## config.mk

```make
export PLATFORM = sky130hd
export DESIGN_NAME = ili9341_bus_decoder_flat
export DESIGN_NICKNAME = d
export VERILOG_FILES = /design/src/rtl/ili9341_bus_decoder_if.sv /design/src/rtl/ili9341_bus_decoder.sv /design/src/flat_wrapper.sv
export SDC_FILE = /design/constraint.sdc
export NUM_CORES = 1
export LEC_CHECK = 0
export ABC_AREA = 1
export BUFFER_PORTS_ARGS = -buffer_cell sky130_fd_sc_hd__clkbuf_2
export CORE_ASPECT_RATIO = 0.8
export CORE_MARGIN = 2
export CORE_UTILIZATION = 39
export DETAILED_ROUTE_END_ITERATION = 8
export GPL_TIMING_DRIVEN = 0
export PLACE_DENSITY = 0.61
export RECOVER_POWER = 25
export SYNTH_ARGS = -nofsm -noshare
export SYNTH_HDL_FRONTEND = slang
export SYNTH_SLANG_ARGS = --single-unit
```

## constraint.sdc

```tcl
create_clock -name clk -period 12.05 [get_ports clk]
set_input_delay 3.615 -clock clk [delete_from_list [all_inputs] [get_ports clk]]
set_output_delay 3.615 -clock clk [all_outputs]
set_load 0.05 [all_outputs]
```

## src/rtl/ili9341_bus_decoder_if.sv

```systemverilog
// 8080-style ILI9341 write bus as seen by the decoder, plus the decoder's observation outputs.
interface ili9341_bus_decoder_if;
  logic        tft_rst;
  logic        tft_csx;
  logic        tft_dcx;
  logic        tft_wrx;
  logic        tft_rdx;
  logic [15:0] tft_data;
  logic        cmd_valid;
  logic [7:0]  cmd_code;
  logic        pix_valid;
  logic [8:0]  pix_col;
  logic [7:0]  pix_row;
  logic [15:0] pix_data;
  logic        display_on;
  logic        sleep_out;
  logic        err;

  modport master (
    output tft_rst, tft_csx, tft_dcx, tft_wrx, tft_rdx, tft_data,
    input  cmd_valid, cmd_code, pix_valid, pix_col, pix_row, pix_data,
    input  display_on, sleep_out, err
  );

  modport slave (
    input  tft_rst, tft_csx, tft_dcx, tft_wrx, tft_rdx, tft_data,
    output cmd_valid, cmd_code, pix_valid, pix_col, pix_row, pix_data,
    output display_on, sleep_out, err
  );
endinterface

```

## src/rtl/ili9341_bus_decoder.sv

```systemverilog
// ILI9341 parallel write-bus responder: decodes commands, tracks the CASET/PASET window and RAMWR address.
// Define ILI9341_DEC_STRICT_EN to enable window/command/read checking reported on err.
module ili9341_bus_decoder #(
  parameter int SYNC_STAGES = 2,
  parameter int MAX_COL     = 319,
  parameter int MAX_ROW     = 239
) (
  input logic                  clk,
  input logic                  reset,
  ili9341_bus_decoder_if.slave bus
);

  typedef enum logic [2:0] {
    ST_IDLE   = 3'd0,
    ST_CASET  = 3'd1,
    ST_PASET  = 3'd2,
    ST_RAMWR  = 3'd3,
    ST_IGNORE = 3'd4
  } state_t;

  // Idle bus: panel reset asserted, strobes high, so nothing looks like an edge after reset.
  localparam logic [20:0] SYNC_RST = {1'b0, 1'b1, 1'b0, 1'b1, 1'b1, 16'h0000};
  localparam logic [8:0]  EC_DEF   = 9'(MAX_COL);
  localparam logic [7:0]  EP_DEF   = 8'(MAX_ROW);

  logic [20:0] sync_r [SYNC_STAGES];
  logic [20:0] bus_raw_s;
  logic [20:0] bus_sync_s;
  logic        srst_s, csx_s, dcx_s, wrx_s, rdx_s;
  logic [15:0] data_s;
  logic        csx_prev_r, wrx_prev_r, rdx_prev_r;
  logic        wr_evt_s, cs_rise_s, rd_evt_s;
  logic [19:0] evt_a_r, evt_b_r;
  logic        b_wr_s, b_cs_rise_s, b_rd_s, b_dcx_s;
  logic [15:0] b_data_s;
  logic [15:0] win_start_s, win_end_s;

  state_t      state_r, state_s;
  logic [1:0]  param_idx_r, param_idx_s;
  logic [23:0] param_buf_r, param_buf_s;
  logic [8:0]  sc_r, sc_s, ec_r, ec_s, col_r, col_s;
  logic [7:0]  sp_r, sp_s, ep_r, ep_s, row_r, row_s;
  logic        cmd_valid_r, cmd_valid_s;
  logic [7:0]  cmd_code_r, cmd_code_s;
  logic        pix_valid_r, pix_valid_s;
  logic [8:0]  pix_col_r, pix_col_s;
  logic [7:0]  pix_row_r, pix_row_s;
  logic [15:0] pix_data_r, pix_data_s;
  logic        display_on_r, display_on_s;
  logic        sleep_out_r, sleep_out_s;
  logic        err_r, err_s;

  assign bus_raw_s   = {bus.tft_rst, bus.tft_csx, bus.tft_dcx, bus.tft_wrx, bus.tft_rdx, bus.tft_data};
  assign bus_sync_s  = sync_r[SYNC_STAGES-1];
  assign srst_s      = ~bus_sync_s[20];
  assign csx_s       = bus_sync_s[19];
  assign dcx_s       = bus_sync_s[18];
  assign wrx_s       = bus_sync_s[17];
  assign rdx_s       = bus_sync_s[16];
  assign data_s      = bus_sync_s[15:0];

  assign wr_evt_s    = wrx_s & ~wrx_prev_r & ~csx_s;
  assign cs_rise_s   = csx_s & ~csx_prev_r;
  assign rd_evt_s    = ~rdx_s & rdx_prev_r & ~csx_s;

  assign b_wr_s      = evt_b_r[19];
  assign b_cs_rise_s = evt_b_r[18];
  assign b_rd_s      = evt_b_r[17];
  assign b_dcx_s     = evt_b_r[16];
  assign b_data_s    = evt_b_r[15:0];

  // Window bytes arrive MSB first; the 4th byte completes the end value.
  assign win_start_s = param_buf_r[23:8];
  assign win_end_s   = {param_buf_r[7:0], b_data_s[7:0]};

`ifdef ILI9341_DEC_STRICT_EN
  logic col_bad_s, row_bad_s;
  assign col_bad_s = (win_start_s > win_end_s) || (win_end_s > 16'(MAX_COL));
  assign row_bad_s = (win_start_s > win_end_s) || (win_end_s > 16'(MAX_ROW));
`else
  // Upper window bits only matter to the range checks of the strict build.
  logic unused_s;
  assign unused_s = ^{win_start_s[15:9], win_end_s[15:9]};
`endif

  // Input synchronizer chain; all bus lines travel together so dcx/data align with wrx.
  always_ff @(posedge clk or posedge reset) begin
    if (reset) begin
      for (int i = 0; i < SYNC_STAGES; i++) sync_r[i] <= SYNC_RST;
    end else begin
      sync_r[0] <= bus_raw_s;
      for (int i = 1; i < SYNC_STAGES; i++) sync_r[i] <= sync_r[i-1];
    end
  end

  // Strobe edge detection and two-stage event pipeline.
  always_ff @(posedge clk or posedge reset) begin
    if (reset) begin
      csx_prev_r <= 1'b1;
      wrx_prev_r <= 1'b1;
      rdx_prev_r <= 1'b1;
      evt_a_r    <= 20'h00000;
      evt_b_r    <= 20'h00000;
    end else if (srst_s) begin
      csx_prev_r <= csx_s;
      wrx_prev_r <= wrx_s;
      rdx_prev_r <= rdx_s;
      evt_a_r    <= 20'h00000;
      evt_b_r    <= 20'h00000;
    end else begin
      csx_prev_r <= csx_s;
      wrx_prev_r <= wrx_s;
      rdx_prev_r <= rdx_s;
      evt_a_r    <= {wr_evt_s, cs_rise_s, rd_evt_s, dcx_s, data_s};
      evt_b_r    <= evt_a_r;
    end
  end

  // Decoder next-state and output logic.
  always_comb begin
    state_s      = state_r;
    param_idx_s  = param_idx_r;
    param_buf_s  = param_buf_r;
    sc_s         = sc_r;
    ec_s         = ec_r;
    sp_s         = sp_r;
    ep_s         = ep_r;
    col_s        = col_r;
    row_s        = row_r;
    cmd_valid_s  = 1'b0;
    cmd_code_s   = cmd_code_r;
    pix_valid_s  = 1'b0;
    pix_col_s    = pix_col_r;
    pix_row_s    = pix_row_r;
    pix_data_s   = pix_data_r;
    display_on_s = display_on_r;
    sleep_out_s  = sleep_out_r;
    err_s        = 1'b0;

    if (b_wr_s && !b_dcx_s) begin
      cmd_valid_s = 1'b1;
      cmd_code_s  = b_data_s[7:0];
      param_idx_s = 2'd0;
      state_s     = ST_IDLE;
      case (b_data_s[7:0])
        8'h2A: state_s = ST_CASET;
        8'h2B: state_s = ST_PASET;
        8'h2C: begin
          state_s = ST_RAMWR;
          col_s   = sc_r;
          row_s   = sp_r;
        end
        8'h11: sleep_out_s  = 1'b1;
        8'h10: sleep_out_s  = 1'b0;
        8'h29: display_on_s = 1'b1;
        8'h28: display_on_s = 1'b0;
        8'h01: begin
          sc_s         = 9'd0;
          ec_s         = EC_DEF;
          sp_s         = 8'd0;
          ep_s         = EP_DEF;
          col_s        = 9'd0;
          row_s        = 8'd0;
          display_on_s = 1'b0;
          sleep_out_s  = 1'b0;
        end
        default: begin
          state_s = ST_IGNORE;
`ifdef ILI9341_DEC_STRICT_EN
          err_s   = 1'b1;
`endif
        end
      endcase
    end else if (b_wr_s) begin
      case (state_r)
        ST_CASET, ST_PASET: begin
          if (param_idx_r == 2'd3) begin
            state_s     = ST_IDLE;
            param_idx_s = 2'd0;
            if (state_r == ST_CASET) begin
`ifdef ILI9341_DEC_STRICT_EN
              if (col_bad_s) begin
                err_s = 1'b1;
              end else begin
                sc_s = win_start_s[8:0];
                ec_s = win_end_s[8:0];
              end
`else
              sc_s = win_start_s[8:0];
              ec_s = win_end_s[8:0];
`endif
            end else begin
`ifdef ILI9341_DEC_STRICT_EN
              if (row_bad_s) begin
                err_s = 1'b1;
              end else begin
                sp_s = win_start_s[7:0];
                ep_s = win_end_s[7:0];
              end
`else
              sp_s = win_start_s[7:0];
              ep_s = win_end_s[7:0];
`endif
            end
          end else begin
            param_buf_s = {param_buf_r[15:0], b_data_s[7:0]};
            param_idx_s = param_idx_r + 2'd1;
          end
        end
        ST_RAMWR: begin
          pix_valid_s = 1'b1;
          pix_col_s   = col_r;
          pix_row_s   = row_r;
          pix_data_s  = b_data_s;
          if (col_r == ec_r) begin
            col_s = sc_r;
            if (row_r == ep_r) begin
              row_s = sp_r;
            end else begin
              row_s = row_r + 8'd1;
            end
          end else begin
            col_s = col_r + 9'd1;
          end
        end
        default: state_s = state_r;
      endcase
    end else if (b_cs_rise_s) begin
      state_s     = ST_IDLE;
      param_idx_s = 2'd0;
    end else if (b_rd_s) begin
`ifdef ILI9341_DEC_STRICT_EN
      err_s = 1'b1;
`else
      err_s = 1'b0;
`endif
    end else begin
      state_s = state_r;
    end
  end

  // Decoder state and registered outputs; synchronized tft_rst acts as a soft reset.
  always_ff @(posedge clk or posedge reset) begin
    if (reset) begin
      state_r      <= ST_IDLE;
      param_idx_r  <= 2'd0;
      param_buf_r  <= 24'h000000;
      sc_r         <= 9'd0;
      ec_r         <= EC_DEF;
      sp_r         <= 8'd0;
      ep_r         <= EP_DEF;
      col_r        <= 9'd0;
      row_r        <= 8'd0;
      cmd_valid_r  <= 1'b0;
      cmd_code_r   <= 8'h00;
      pix_valid_r  <= 1'b0;
      pix_col_r    <= 9'd0;
      pix_row_r    <= 8'd0;
      pix_data_r   <= 16'h0000;
      display_on_r <= 1'b0;
      sleep_out_r  <= 1'b0;
      err_r        <= 1'b0;
    end else if (srst_s) begin
      state_r      <= ST_IDLE;
      param_idx_r  <= 2'd0;
      param_buf_r  <= 24'h000000;
      sc_r         <= 9'd0;
      ec_r         <= EC_DEF;
      sp_r         <= 8'd0;
      ep_r         <= EP_DEF;
      col_r        <= 9'd0;
      row_r        <= 8'd0;
      cmd_valid_r  <= 1'b0;
      cmd_code_r   <= 8'h00;
      pix_valid_r  <= 1'b0;
      pix_col_r    <= 9'd0;
      pix_row_r    <= 8'd0;
      pix_data_r   <= 16'h0000;
      display_on_r <= 1'b0;
      sleep_out_r  <= 1'b0;
      err_r        <= 1'b0;
    end else begin
      state_r      <= state_s;
      param_idx_r  <= param_idx_s;
      param_buf_r  <= param_buf_s;
      sc_r         <= sc_s;
      ec_r         <= ec_s;
      sp_r         <= sp_s;
      ep_r         <= ep_s;
      col_r        <= col_s;
      row_r        <= row_s;
      cmd_valid_r  <= cmd_valid_s;
      cmd_code_r   <= cmd_code_s;
      pix_valid_r  <= pix_valid_s;
      pix_col_r    <= pix_col_s;
      pix_row_r    <= pix_row_s;
      pix_data_r   <= pix_data_s;
      display_on_r <= display_on_s;
      sleep_out_r  <= sleep_out_s;
      err_r        <= err_s;
    end
  end

  assign bus.cmd_valid  = cmd_valid_r;
  assign bus.cmd_code   = cmd_code_r;
  assign bus.pix_valid  = pix_valid_r;
  assign bus.pix_col    = pix_col_r;
  assign bus.pix_row    = pix_row_r;
  assign bus.pix_data   = pix_data_r;
  assign bus.display_on = display_on_r;
  assign bus.sleep_out  = sleep_out_r;
  assign bus.err        = err_r;

endmodule

```

## src/flat_wrapper.sv

```systemverilog
// flat-port wrapper written by rule: the top's interface ports become plain ports
module ili9341_bus_decoder_flat 
#(
  parameter int SYNC_STAGES = 2,
  parameter int MAX_COL     = 319,
  parameter int MAX_ROW     = 239
)
  (clk, reset, bus_tft_rst, bus_tft_csx, bus_tft_dcx, bus_tft_wrx, bus_tft_rdx, bus_tft_data, bus_cmd_valid, bus_cmd_code, bus_pix_valid, bus_pix_col, bus_pix_row, bus_pix_data, bus_display_on, bus_sleep_out, bus_err);
  ili9341_bus_decoder_if bus_i ();
  input logic clk;
  input logic reset;
  input wire logic [$bits(bus_i.tft_rst)-1:0] bus_tft_rst;
  input wire logic [$bits(bus_i.tft_csx)-1:0] bus_tft_csx;
  input wire logic [$bits(bus_i.tft_dcx)-1:0] bus_tft_dcx;
  input wire logic [$bits(bus_i.tft_wrx)-1:0] bus_tft_wrx;
  input wire logic [$bits(bus_i.tft_rdx)-1:0] bus_tft_rdx;
  input wire logic [$bits(bus_i.tft_data)-1:0] bus_tft_data;
  output wire logic [$bits(bus_i.cmd_valid)-1:0] bus_cmd_valid;
  output wire logic [$bits(bus_i.cmd_code)-1:0] bus_cmd_code;
  output wire logic [$bits(bus_i.pix_valid)-1:0] bus_pix_valid;
  output wire logic [$bits(bus_i.pix_col)-1:0] bus_pix_col;
  output wire logic [$bits(bus_i.pix_row)-1:0] bus_pix_row;
  output wire logic [$bits(bus_i.pix_data)-1:0] bus_pix_data;
  output wire logic [$bits(bus_i.display_on)-1:0] bus_display_on;
  output wire logic [$bits(bus_i.sleep_out)-1:0] bus_sleep_out;
  output wire logic [$bits(bus_i.err)-1:0] bus_err;
  assign bus_i.tft_rst = bus_tft_rst;
  assign bus_i.tft_csx = bus_tft_csx;
  assign bus_i.tft_dcx = bus_tft_dcx;
  assign bus_i.tft_wrx = bus_tft_wrx;
  assign bus_i.tft_rdx = bus_tft_rdx;
  assign bus_i.tft_data = bus_tft_data;
  assign bus_cmd_valid = bus_i.cmd_valid;
  assign bus_cmd_code = bus_i.cmd_code;
  assign bus_pix_valid = bus_i.pix_valid;
  assign bus_pix_col = bus_i.pix_col;
  assign bus_pix_row = bus_i.pix_row;
  assign bus_pix_data = bus_i.pix_data;
  assign bus_display_on = bus_i.display_on;
  assign bus_sleep_out = bus_i.sleep_out;
  assign bus_err = bus_i.err;
  ili9341_bus_decoder #(.SYNC_STAGES(SYNC_STAGES), .MAX_COL(MAX_COL), .MAX_ROW(MAX_ROW)) u_core (.clk(clk), .reset(reset), .bus(bus_i));
endmodule
```

==> flow_summary_export.csv <==
group,metric,value,unit
flow_run,timing.max_cap.violations,0,
floorplanning,dieArea,0.0223,sq mm
setup_path,crit_path_end_kind,"output pin",
global_routing,antenna_found_initial,0,
place,place_hpwl,14100,um
floorplanning,fp-row-count,47,
pwr,seq_power_share,50.1,%
clocking,cts_buffers,17,
pwr,internal_power,1050,uW
route,ant_nets,0,
place,place.gp.congestion,0.922,
yosys,ys_ff_latch,198,
pwr,p_comb_share,9.8,%
clocking,cts_root_buffer,"clkbuf_16",
clocking,htree_levels,4,
sta,worst_slew_pin_slew,1020,ps
yosys,synth_cell_types,39,
pwr,cellPowerDensity,152,mW/mm^2
route,drtIter0Drc,509,
pwr,power.switching,396,uW
sta,fin_crit_sh,39.6,%
min_path,min_to,"u_core.bus_sync_s[14]",
setup_path,crit_path_max_fanout,2,
setup_path,reg2regPathDepth,10,
sta,setup_violations,0,
yosys,seq_area_frac_synth,60.5,%
status,status,"completed",
sta,slew_viol_final,0,
global_routing,grt_pass1_wl,32800,um
cells_and_area,instances_no_fill,1279,
global_routing,grt_max_degree,135,
setup_path,crit_chain,"clkbuf_2",
place,dp.cells,1247,
clocking,clock_latency,440,ps
setup_path,crit_buf_inv,1,
pwr,total_power,1440,uW
place,io_buffers,66,
pwr,clkPwrFrac,40.0,%
setup_path,timing.rr.end,"u_core.ec_r[7]",
setup_path,arrival,1160,ps
floorplanning,die_h,134,um
clocking,tritoncts,"built",
yosys,syn_area_per_cell,9.04,sq um
route,vias,6095,
route,via_per_inst,4.77,
sta,max_freq,209,MHz
clocking,cts.clk_slew.worst_paths,80,ps
floorplanning,core,0.0207,sq mm
global_routing,track_usage,19.0,%
route,wl_per_cell,15.5,um
floorplanning,die_w,166,um
cells_and_area,layout.nets,1023,
min_path,hp-start,"u_core.sync_r[35]",
cells_and_area,fin_area,0.00949,sq mm
clocking,cts_setup_buffers,0,
clocking,cts_resized,0,
cells_and_area,drive_above_1_share,15.5,%
sta,grt_setup_unrepaired,"false",
setup_path,slowest_delay,420,ps
clocking,cts_hold_buf,0,
yosys,yosysWarningCount,0,
route,drc,0,
setup_path,start_kind,"flip-flop",
min_path,hold_depth,0,
global_routing,grt_pass1_vias,5940,
sta,timing.setup.tns,0,ps
setup_path,cp_slowest_cell,"dfrtp_1",
setup_path,path_delay_family,"flip-flops",
clocking,max-clock-path-buffers,2,
cells_and_area,synthToLayoutAreaGrowth,15.3,%
global_routing,grt_overflow_total,0,
yosys,syn_area,0.00823,sq mm
setup_path,r2r-start,"u_core.bus_sync_s[20]",
yosys,syn-num-nets,937,
sta,slew_headroom,32.0,%
route,drtPass1Iterations,5,
yosys,netlist_instances,911,
sta,hold_viol_final,0,
floorplanning,start_util,39.8,%
place,postPlaceCellArea,0.00893,sq mm
clocking,cts.sinks,198,
cells_and_area,n_antenna_cell,0,
sta,fin_crit,4770,ps
pwr,netSwitchingFraction,27.5,%
pwr,p_leak,0.00489,uW
setup_path,crit_required,8430,ps
setup_path,criticalPathCategory,"flip-flop to output pin",
route,drt-total-wl,19900,um
sta,clock_skew,8.93,ps
floorplanning,io_pins,69,
min_path,hold_path.class,"flip-flop to flip-flop",
setup_path,rrSetupSlack,9280,ps
pwr,ir_drop,0.0763,mV
==> area by class of cell <==
| class | count | area [sq um] |
|---|---|---|
| sequential | 198 | 4980 |
| buffer | 37 | 180 |
| multi-input combinational | 556 | 2580 |
| inverter | 120 | 460 |
| clock buffer | 19 | 443 |
| clock inverter | 13 | 154 |
| fill | 1979 | 11200 |
| tap | 269 | 337 |
| timing repair buffer | 67 | 358 |
==> through the flow <==
| stage | setup WS, ps | hold slack, ps | util, % |
|---|---|---|---|
| CTS | 7270 | 348 | 46.0 |
| floorplan | 3070 | 331 | - |
| detailed placement | 7330 | 335 | 43.2 |
| global route | 7240 | 360 | 45.8 |
| global placement | 905 | 333 | 43.0 |
| finish | 7280 | 345 | 45.8 |
==> routing by layer <==
layer  wire [um]  vias up  track usage [%]
met5           0        -                0
met4         281        0             5.22
met3        1410       20             5.46
met2        8480      182             27.2
met1        9690     2880             28.0
li1            -     3013                -
==> cells in the mapped netlist (all sizes together) <==
cell type  instances  area share, %
a21oi             14           0.99
buf               21            1.6
a22oi              3           0.27
ha                 3           0.46
o21a               2           0.18
xnor2             10            1.1
xor2               5           0.53
nand2            263             12
a21boi             1          0.091
nand4             10           0.84
o31ai              2           0.18
nand3             89            5.4
clkbuf            16           0.74
inv              118            5.4
nor2              66            3.8
nor3               5           0.36
a31oi              1          0.076
clkinv             2          0.091
dfstp             20            6.4
dfrtp            178             54
conb               1          0.046
o21ai             81            5.0
==> state kept, by name, indices dropped and copies added, names as in the netlist, 2 cells and up <==
register,count
u_core.bus_sync_s,20
u_core.sync_r,20
u_core.evt_a_r,19
u_core.evt_b_r,19
u_core.param_buf_r,17
u_core.bus.pix_data,16
u_core.bus.pix_col,9
u_core.col_r,9
u_core.ec_r,9
u_core.sc_r,9
u_core.bus.cmd_code,8
u_core.bus.pix_row,8
u_core.ep_r,8
u_core.row_r,8
u_core.sp_r,8
u_core.state_r,3
u_core.param_idx_r,2
==> kinds of logic (layout without fill, tap and decap cells) <==
kind of cell | Yosys count | in the layout | synth area share (%)
AO/OA/AOI/OAI | 104 | 104 | 6.76
XOR/XNOR | 15 | 15 | 1.60
adder cells (fa/ha/maj) | 3 | 3 | 0.456
buffers and inverters | 157 | 256 | 7.83
flip-flops | 198 | 198 | 60.5
other | 1 | 1 | 0.0455
AND/OR/NAND/NOR | 433 | 433 | 22.8
==> placed cells by master, fill, tap and decap left out, types with 2 or more instances in the layout <==
master and n:
xor2_1 5, inv_1 109, inv_6 3, inv_2 7
clkbuf_16 17, dfrtp_1 178, nor2_1 58, a22oi_1 3
nor2_4 3, buf_4 2, o21a_1 2, ha_1 3
o31ai_1 2, clkinv_4 2, dfstp_1 2, nor2_2 4
nand4_1 9, buf_1 2, dfstp_2 18, nor3_1 4
a21oi_1 13, nand3_1 89, inv_8 6, o21ai_1 15
xnor2_1 10, clkbuf_2 67, nand2_1 257, buf_2 8
nand2_2 5, clkinv_1 2, clkbuf_1 22, o21ai_0 65
buf_6 3
==> worst max-delay path by stage <==
stage                             end  cells past startpoint                  start
5_1_grt                bus_display_on                      1  u_core.bus.display_on
6_report               bus_display_on                      1  u_core.bus.display_on
4_1_cts                bus_display_on                      1  u_core.bus.display_on
3_5_place_dp   u_core.bus.cmd_code[3]                      3                  reset
2_1_floorplan  u_core.bus.cmd_code[0]                      1                  reset
3_3_place_gp   u_core.bus.cmd_code[5]                      2                  reset
==> power groups by stage <==
stage	registers, uW	logic [uW]	clock network, uW
floorplan	732	103	0
global placement	735	139	0
detailed placement	735	143	0
CTS	722	143	588
global route	727	162	619
finish	722	142	577
No activity file was read; power rests on OpenSTA's default activity.
